--- config.mk ---
export PLATFORM = sky130hd
export DESIGN_NAME = full_event_monitor
export DESIGN_NICKNAME = d
export VERILOG_FILES = /design/src/rtl/full_mon_pkg.sv /design/src/rtl/full_mon_fifo.sv /design/src/rtl/full_event_monitor.sv
export SDC_FILE = /design/constraint.sdc
export NUM_CORES = 1
export LEC_CHECK = 0
export ABC_AREA = 1
export BUFFER_PORTS_ARGS = -buffer_cell sky130_fd_sc_hd__buf_2
export CAP_MARGIN = 20
export CORE_AREA = 2 2 100 102
export DETAILED_ROUTE_END_ITERATION = 7
export DIE_AREA = 0 0 102 104
export PLACE_DENSITY = 0.69
export SYNTH_ARGS = -nofsm -noshare
export SYNTH_HDL_FRONTEND = slang
export SYNTH_SLANG_ARGS = --single-unit
--- constraint.sdc ---
create_clock -name clk -period 3.53 [get_ports clk]
set_input_delay 0.353 -clock clk [delete_from_list [all_inputs] [get_ports clk]]
set_output_delay 0.353 -clock clk [all_outputs]
set_load 0.02 [all_outputs]
--- src/rtl/full_mon_pkg.sv ---
// Shared types and constants for the full-event monitor (state encoding, widths).
package full_mon_pkg;

    typedef enum logic [1:0] {
        IDLE,
        ARMED,
        TIMED_OUT
    } mon_state_t;

    localparam int PW_DEFAULT = 16;
    localparam int DROP_CNT_W = 8;

endpackage

--- src/rtl/full_mon_fifo.sv ---
// Synchronous show-ahead FIFO; a push on a full FIFO is accepted only when a pop frees a slot in the same cycle.
module full_mon_fifo #(
    parameter int W     = 16,
    parameter int DEPTH = 4
) (
    input  logic         clk,
    input  logic         rst,
    input  logic         push,
    input  logic [W-1:0] din,
    input  logic         pop,
    output logic [W-1:0] head,
    output logic         empty,
    output logic         full
);

    localparam int AW = (DEPTH > 1) ? $clog2(DEPTH) : 1;
    localparam logic [AW:0] FULL_CNT = (AW + 1)'(DEPTH);

    logic [W-1:0]  mem [DEPTH];
    logic [AW-1:0] wr_ptr;
    logic [AW-1:0] rd_ptr;
    logic [AW:0]   count;
    logic          do_push;
    logic          do_pop;

    assign empty   = (count == '0);
    assign full    = (count == FULL_CNT);
    assign do_pop  = pop & ~empty;
    assign do_push = push & (~full | do_pop);
    assign head    = empty ? '0 : mem[rd_ptr];

    always_ff @(posedge clk) begin
        if (rst) begin
            wr_ptr <= '0;
            rd_ptr <= '0;
            count  <= '0;
            for (int i = 0; i < DEPTH; i++) begin
                mem[i] <= '0;
            end
        end else begin
            if (do_push) begin
                mem[wr_ptr] <= din;
                wr_ptr      <= wr_ptr + 1'b1;
            end
            if (do_pop) begin
                rd_ptr <= rd_ptr + 1'b1;
            end
            case ({do_push, do_pop})
                2'b10:   count <= count + 1'b1;
                2'b01:   count <= count - 1'b1;
                default: count <= count;
            endcase
        end
    end

endmodule

--- src/rtl/full_event_monitor.sv ---
// Measures cycles between rising edges of sig_in, queues them, and flags missing events.
// Optional FULL_MON_DROP_CNT_EN adds a saturating drop_cnt output counting discarded events.
module full_event_monitor
    import full_mon_pkg::*;
#(
    parameter int PW      = PW_DEFAULT,
    parameter int DEPTH   = 4,
    parameter int TIMEOUT = 40000
) (
    input  logic          clk,
    input  logic          rst,
    input  logic          sig_in,
    output logic          ev_valid,
    input  logic          ev_ready,
    output logic [PW-1:0] ev_period,
    output logic          timeout,
    output logic          overflow
`ifdef FULL_MON_DROP_CNT_EN
    ,
    output logic [DROP_CNT_W-1:0] drop_cnt
`endif
);

    localparam logic [PW-1:0] CNT_MAX = {PW{1'b1}};
    localparam logic [PW-1:0] TO_VAL  = PW'(TIMEOUT);

    mon_state_t    state;
    mon_state_t    next_state;
    logic          sig_q;
    logic          rise;
    logic [PW-1:0] cnt;
    logic [PW-1:0] cnt_next;
    logic [PW-1:0] elapsed;
    logic          push;
    logic          fifo_empty;
    logic          fifo_full;
    logic          dropped;

    assign rise    = sig_in & ~sig_q;
    assign elapsed = (cnt == CNT_MAX) ? cnt : cnt + 1'b1;

    always_ff @(posedge clk) begin
        if (rst) begin
            state <= IDLE;
            sig_q <= 1'b0;
            cnt   <= '0;
        end else begin
            state <= next_state;
            sig_q <= sig_in;
            cnt   <= cnt_next;
        end
    end

    // Every event after the first closes a period; a late event still reports its (possibly saturated) gap.
    always_comb begin
        next_state = state;
        cnt_next   = cnt;
        push       = 1'b0;
        unique case (state)
            IDLE: begin
                if (rise) begin
                    cnt_next   = '0;
                    next_state = ARMED;
                end
            end
            ARMED: begin
                if (rise) begin
                    push     = 1'b1;
                    cnt_next = '0;
                end else begin
                    cnt_next = elapsed;
                    if (elapsed >= TO_VAL) begin
                        next_state = TIMED_OUT;
                    end
                end
            end
            TIMED_OUT: begin
                if (rise) begin
                    push       = 1'b1;
                    cnt_next   = '0;
                    next_state = ARMED;
                end else begin
                    cnt_next = elapsed;
                end
            end
            default: next_state = IDLE;
        endcase
    end

    always_comb begin
        timeout = (state == TIMED_OUT);
    end

    full_mon_fifo #(
        .W     (PW),
        .DEPTH (DEPTH)
    ) u_fifo (
        .clk   (clk),
        .rst   (rst),
        .push  (push),
        .din   (elapsed),
        .pop   (ev_ready),
        .head  (ev_period),
        .empty (fifo_empty),
        .full  (fifo_full)
    );

    assign ev_valid = ~fifo_empty;
    assign dropped  = push & fifo_full & ~ev_ready;

    always_ff @(posedge clk) begin
        if (rst) begin
            overflow <= 1'b0;
        end else if (dropped) begin
            overflow <= 1'b1;
        end
    end

`ifdef FULL_MON_DROP_CNT_EN
    always_ff @(posedge clk) begin
        if (rst) begin
            drop_cnt <= '0;
        end else if (dropped && (drop_cnt != {DROP_CNT_W{1'b1}})) begin
            drop_cnt <= drop_cnt + 1'b1;
        end
    end
`endif

endmodule
# Yosys cells after proc, flatten, opt, wreduce, memory -nomap -nowiden
# Memories as Yosys holds them, arrays and structs flattened. A register that Yosys moved wholly into a read port is not among the register bits.
# Index checks and enable logic that the tools add are counted.
# totals
reg_bits,27
n_memories,1
output_inout_bits,19
in_bits,4
ramBits,64
# op_classes
n_addsub,5
n_eq_ne,10
n_reduce_logical,9
order_cmp,1
muxes,22
bitwise_logic,10
# mem_list
name,words,width,read_ports,rd_ports_with_merged_regs,wr,line,source
u_fifo.mem,4,16,1,1,4,full_mon_fifo.sv:19,logic [W-1:0] mem [DEPTH];
# ops
cell,n
16-bit 2-to-1 mux,5
16-bit one-hot mux with 2 select lines,1
"16-bit by 1-bit adder with 16-bit output, second input constant",1
"16-bit equality test, second input constant",1
"16-bit greater-or-equal comparator, second input constant",1
16-bit OR reduction,1
2-bit 2-to-1 mux,6
1-bit 2-to-1 mux,8
"2-bit != test, second input constant",3
3-bit one-hot mux with 2 select lines,1
1-bit bitwise AND,5
"2-bit by 1-bit adder with 2-bit output, second input constant",2
"2-bit by 1-bit equality test with 1-bit output, second input constant",2
"2-bit equality test, second input constant",2
1-bit NOT,4
2-bit one-hot mux with 2 select lines,1
2-bit nonzero test,2
2-bit OR reduction,2
"3-bit by 1-bit adder with 3-bit output, second input constant",1
"3-bit equality test, second input constant",1
3-bit zero test,1
3-bit AND reduction,1
"3-bit by 1-bit subtractor with 3-bit output, second input constant",1
2-bit zero test,1
3 further kinds,3

# Depth between registers and ports, before layout
# depth
depth_word,10
ltp_mapped,16
mapped_depth_nobuf,16

# Cells and area by module
# From an unflattened synthesis, not the netlist that was laid out.
# unflattened
hier_cells,579
area_unflattened_um2,4924.7
# modules_own_cells
mod,area_each_um2,n_inst,cells_each
full_mon_fifo,3495.9,1,357
full_event_monitor,1428.9,1,222

# Worst setup path before layout
# Ideal clock, no wire load.
# synth_path
kind,flip-flop to flip-flop
start,register state[0]
end,"memory u_fifo.mem[3][0], enable pin"
arrival_time_ps,2220
slack_ps,894
path_buffers,0
required_ps,3113
stages_incl_launch_ff,5
cell_sequence,dfxtp_1 inv_1 ha_1 nand3_2 o31ai_1
# synth_rtl
element,line,source
from (decl),full_event_monitor.sv:27,mon_state_t state;
from (signal assigned),full_event_monitor.sv:48,state <= next_state;
to (decl),full_mon_fifo.sv:19,

==> results.py <==
metrics = {
    "clocking": {
        "holdBufCountCts": 0,
        "root_buffer": "clkbuf_8",
        "numCtsBuffers": 9,
        "cts.path.max_buffers": 2,
        "cts_tree": "yes",
        "cts.repair.resized": 0,
        "clock-sinks": 93,
        "insertion_delay_ns": 0.38,
        "htree_levels": 3,
        "postCtsSetupRepairBufs": 0,
        "clkSlewWorstSetupHoldPaths_ns": 0.11,
    },
    "detailed_routing": {
        "drt_wl_total_um": 10760,
        "drcViolationCount": 0,
        "drtPass1Iterations": 5,
        "viasPerCell": 5.163,
        "first_iter_violations": 165,
        "drtAntennaViolNets": 0,
        "dr_total_vias": 3707,
        "post_drt_wl_per_cell_um": 14.99,
    },
    "sta": {
        "maxSlewViolCount": 0,
        "final.setup_skew_ns": 0.01498,
        "setup_viol_count_final": 0,
        "min_period_over_period": 0.7559,
        "setup_tns_ns": 0,
        "tightestPinTransition_ns": 1.002,
        "max-slew-margin-rel": 0.3250,
        "max_freq_ghz": 0.3748,
        "hold_violations": 0,
        "post-route-min-period_ns": 2.668,
        "rsz0062_at_grt": "no",
    },
    "synth": {
        "synth-main-ff-cell": "edfxtp_1",
        "synth_most_common_cell": "nor2_1",
        "syn_inst": 563,
        "async_flop_share": 0,
        "synth.yosys.seq_area_share": 0.5343,
        "synth_nets": 574,
        "synthTopCellsByCount": "nor2_1 (143), nand2_1 (87), edfxtp_1 (64), inv_1 (62)",
        "synth_cell_types": 32,
        "yosysTopAreaCell": "edfxtp_1",
        "yosys_warnings": 0,
        "synth-seq-cells": 93,
        "syn_avg_cell_area_um2": 8.318,
        "synth_edf_count": 64,
        "syn_area_um2": 4683,
        "synth.top_cell.area_share": 0.4104,
        "synth.area.top_cells": "edfxtp_1 (41%), dfxtp_1 (12%), nor2_1 (11%)",
    },
    "setup_path": {
        "crit_path_end": "ev_period[13]",
        "crit_cells": 5,
        "path_buf_inv": 2,
        "reg2reg_slack_ns": 0.87,
        "cp_slowest_cell": "dfxtp_1",
        "path_class": "reg -> out",
        "crit_chain": "inv_1, nor2_1, o21ai_0, a21oi_1, buf_2",
        "ff2ff_path_depth": 8,
        "cp-start-kind": "flip-flop",
        "cp_top_family": "flip-flops",
        "rr_endpoint": "u_fifo.mem[1][1]",
        "arrival_ns": 2.32,
        "cp.required_ns": 3.18,
        "worstSetupEndpointType": "output port",
        "reg2reg_from": "state[0]",
        "slowest_delay_ns": 0.72,
        "crit_fanout": 17,
    },
    "placement": {
        "dp_hpwl_um": 7682,
        "place_congestion": 0.8760,
        "numPortBuffers": 22,
    },
    "global_route": {
        "track_usage": 0.2087,
        "grt_pass1_wl_um": 17020,
        "antenna_found_initial": 0,
        "grt_max_degree": 33,
        "grt_pass1_vias": 3663,
        "gr-total-overflow": 0,
    },
    "final_layout": {
        "postLayoutCoreUtil": 0.5338,
        "drive_gt1_frac": 0.1385,
        "seq_area_um2": 2502,
        "diodes": 0,
        "syn2layout_area_growth_pct": 8.843,
        "nets": 591,
        "fillers": 906,
        "multi_input_comb_area_um2": 1828,
    },
    "die": {
        "rows": 36,
        "dieHeight_um": 104,
        "dieArea_um2": 10610,
        "fp.coreArea_um2": 9549,
        "start_util": 0.4904,
        "dieWidth_um": 102,
        "pin_count": 23,
    },
    "run": {
        "cap_violations": 0,
    },
    "worst_hold_path": {
        "worstHoldStart": "sig_in",
        "min_path_type": "in -> reg",
    },
    "power_and_ir_drop": {
        "powerDensity_nw_per_um2": 465.2,
        "seqPwrFrac": 0.518,
        "power_frac_comb": 0.188,
        "power.leakage_nw": 2.066,
        "power_switching_mw": 0.7691,
        "power_frac_clock": 0.294,
        "p_int_mw": 1.602,
        "vdd_ir_drop_max_mv": 0.1688,
        "netSwitchingFraction": 0.3243,
    },
    "outcome": {
        "status": "finished, final reports clean",
    },
}
final cells by class:
class,instances,share of cell area
Sequential cell,93,0.4909
Clock buffer,9,0.02430
Tap cell,133,0.03265
Inverter,71,0.05326
Multi-Input combinational cell,379,0.3586
Timing Repair Buffer,26,0.02749
Clock inverter,7,0.01276
placed cells by master, fill, tap and decap left out, types with 7 or more instances in the layout:
master,instances
a21oi_1,40
nand2_1,87
nand3_1,14
edfxtp_1,64
dfxtp_1,29
nand2_2,7
buf_2,22
o21ai_0,40
inv_1,62
inv_2,7
nor2_1,143
clkbuf_8,9
how the worst min path moves through the flow:
| stage | end | cells after the start |
|---|---|---|
| after CTS | sig_q | 3 |
| after detailed placement | overflow | 2 |
| after global placement | overflow | 2 |
| after global routing | sig_q | 3 |
| final | sig_q | 3 |
| after floorplan | flip-flop | 2 |
logic make-up (layout without fill, tap and decap cells):
group | count (synthesis) | after routing | synth area share
xor gates and xnor gates | 5 | 5 | 0.009350
buffers and inverters | 91 | 113 | 0.07641
AOI/OAI and AO/OA | 88 | 88 | 0.09912
DFF | 93 | 93 | 0.5343
and+or+nand+nor | 279 | 279 | 0.2605
adders and majority gates | 7 | 7 | 0.02030
power groups by stage:
stage	Clock [mW]	Sequential [mW]	Combinational [mW]
6_report	0.697	1.23	0.445
4_1_cts	0.702	1.23	0.445
2_1_floorplan	0	1.25	0.313
3_3_place_gp	0	1.25	0.433
5_1_grt	0.745	1.24	0.487
3_5_place_dp	0	1.25	0.443
state kept, by name, summed over array words and instances, names as in the netlist, named ones only:
register / flops
sig_q: 1
u_fifo.count: 3
cnt: 16
u_fifo.rd_ptr: 2
state: 2
u_fifo.wr_ptr: 2
overflow: 1
u_fifo.mem: 64
metal layers:
layer,vias up,wire length (um),GRT usage
met2,92,5565,0.3661
met1,1744,4543,0.2448
li1,1843,-,-
met3,28,323,0.03293
met4,0,331,0.09905
met5,-,0,0
per-stage QoR:
step / cell area (um2) / power (mW) / hold slack (ns) / setup slack [ns] / cells
2_1_floorplan: 4683 / 1.559 / 0.4356 / 0.8936 / 563
3_3_place_gp: 4908 / 1.686 / 0.4485 / 1.046 / 702
3_5_place_dp: 4908 / 1.698 / 0.4604 / 0.8923 / 702
6_report: 5097 / 2.371 / 0.2283 / 0.8618 / 718
5_1_grt: 5097 / 2.468 / 0.2288 / 0.6182 / 718
4_1_cts: 5097 / 2.377 / 0.2278 / 0.8416 / 718
tightest hold or removal path, stage by stage:
cell    delay [ns]
buf_2         0.07
inv_1         0.06
nor2_1        0.08
(Power assumes the default switching activity.)
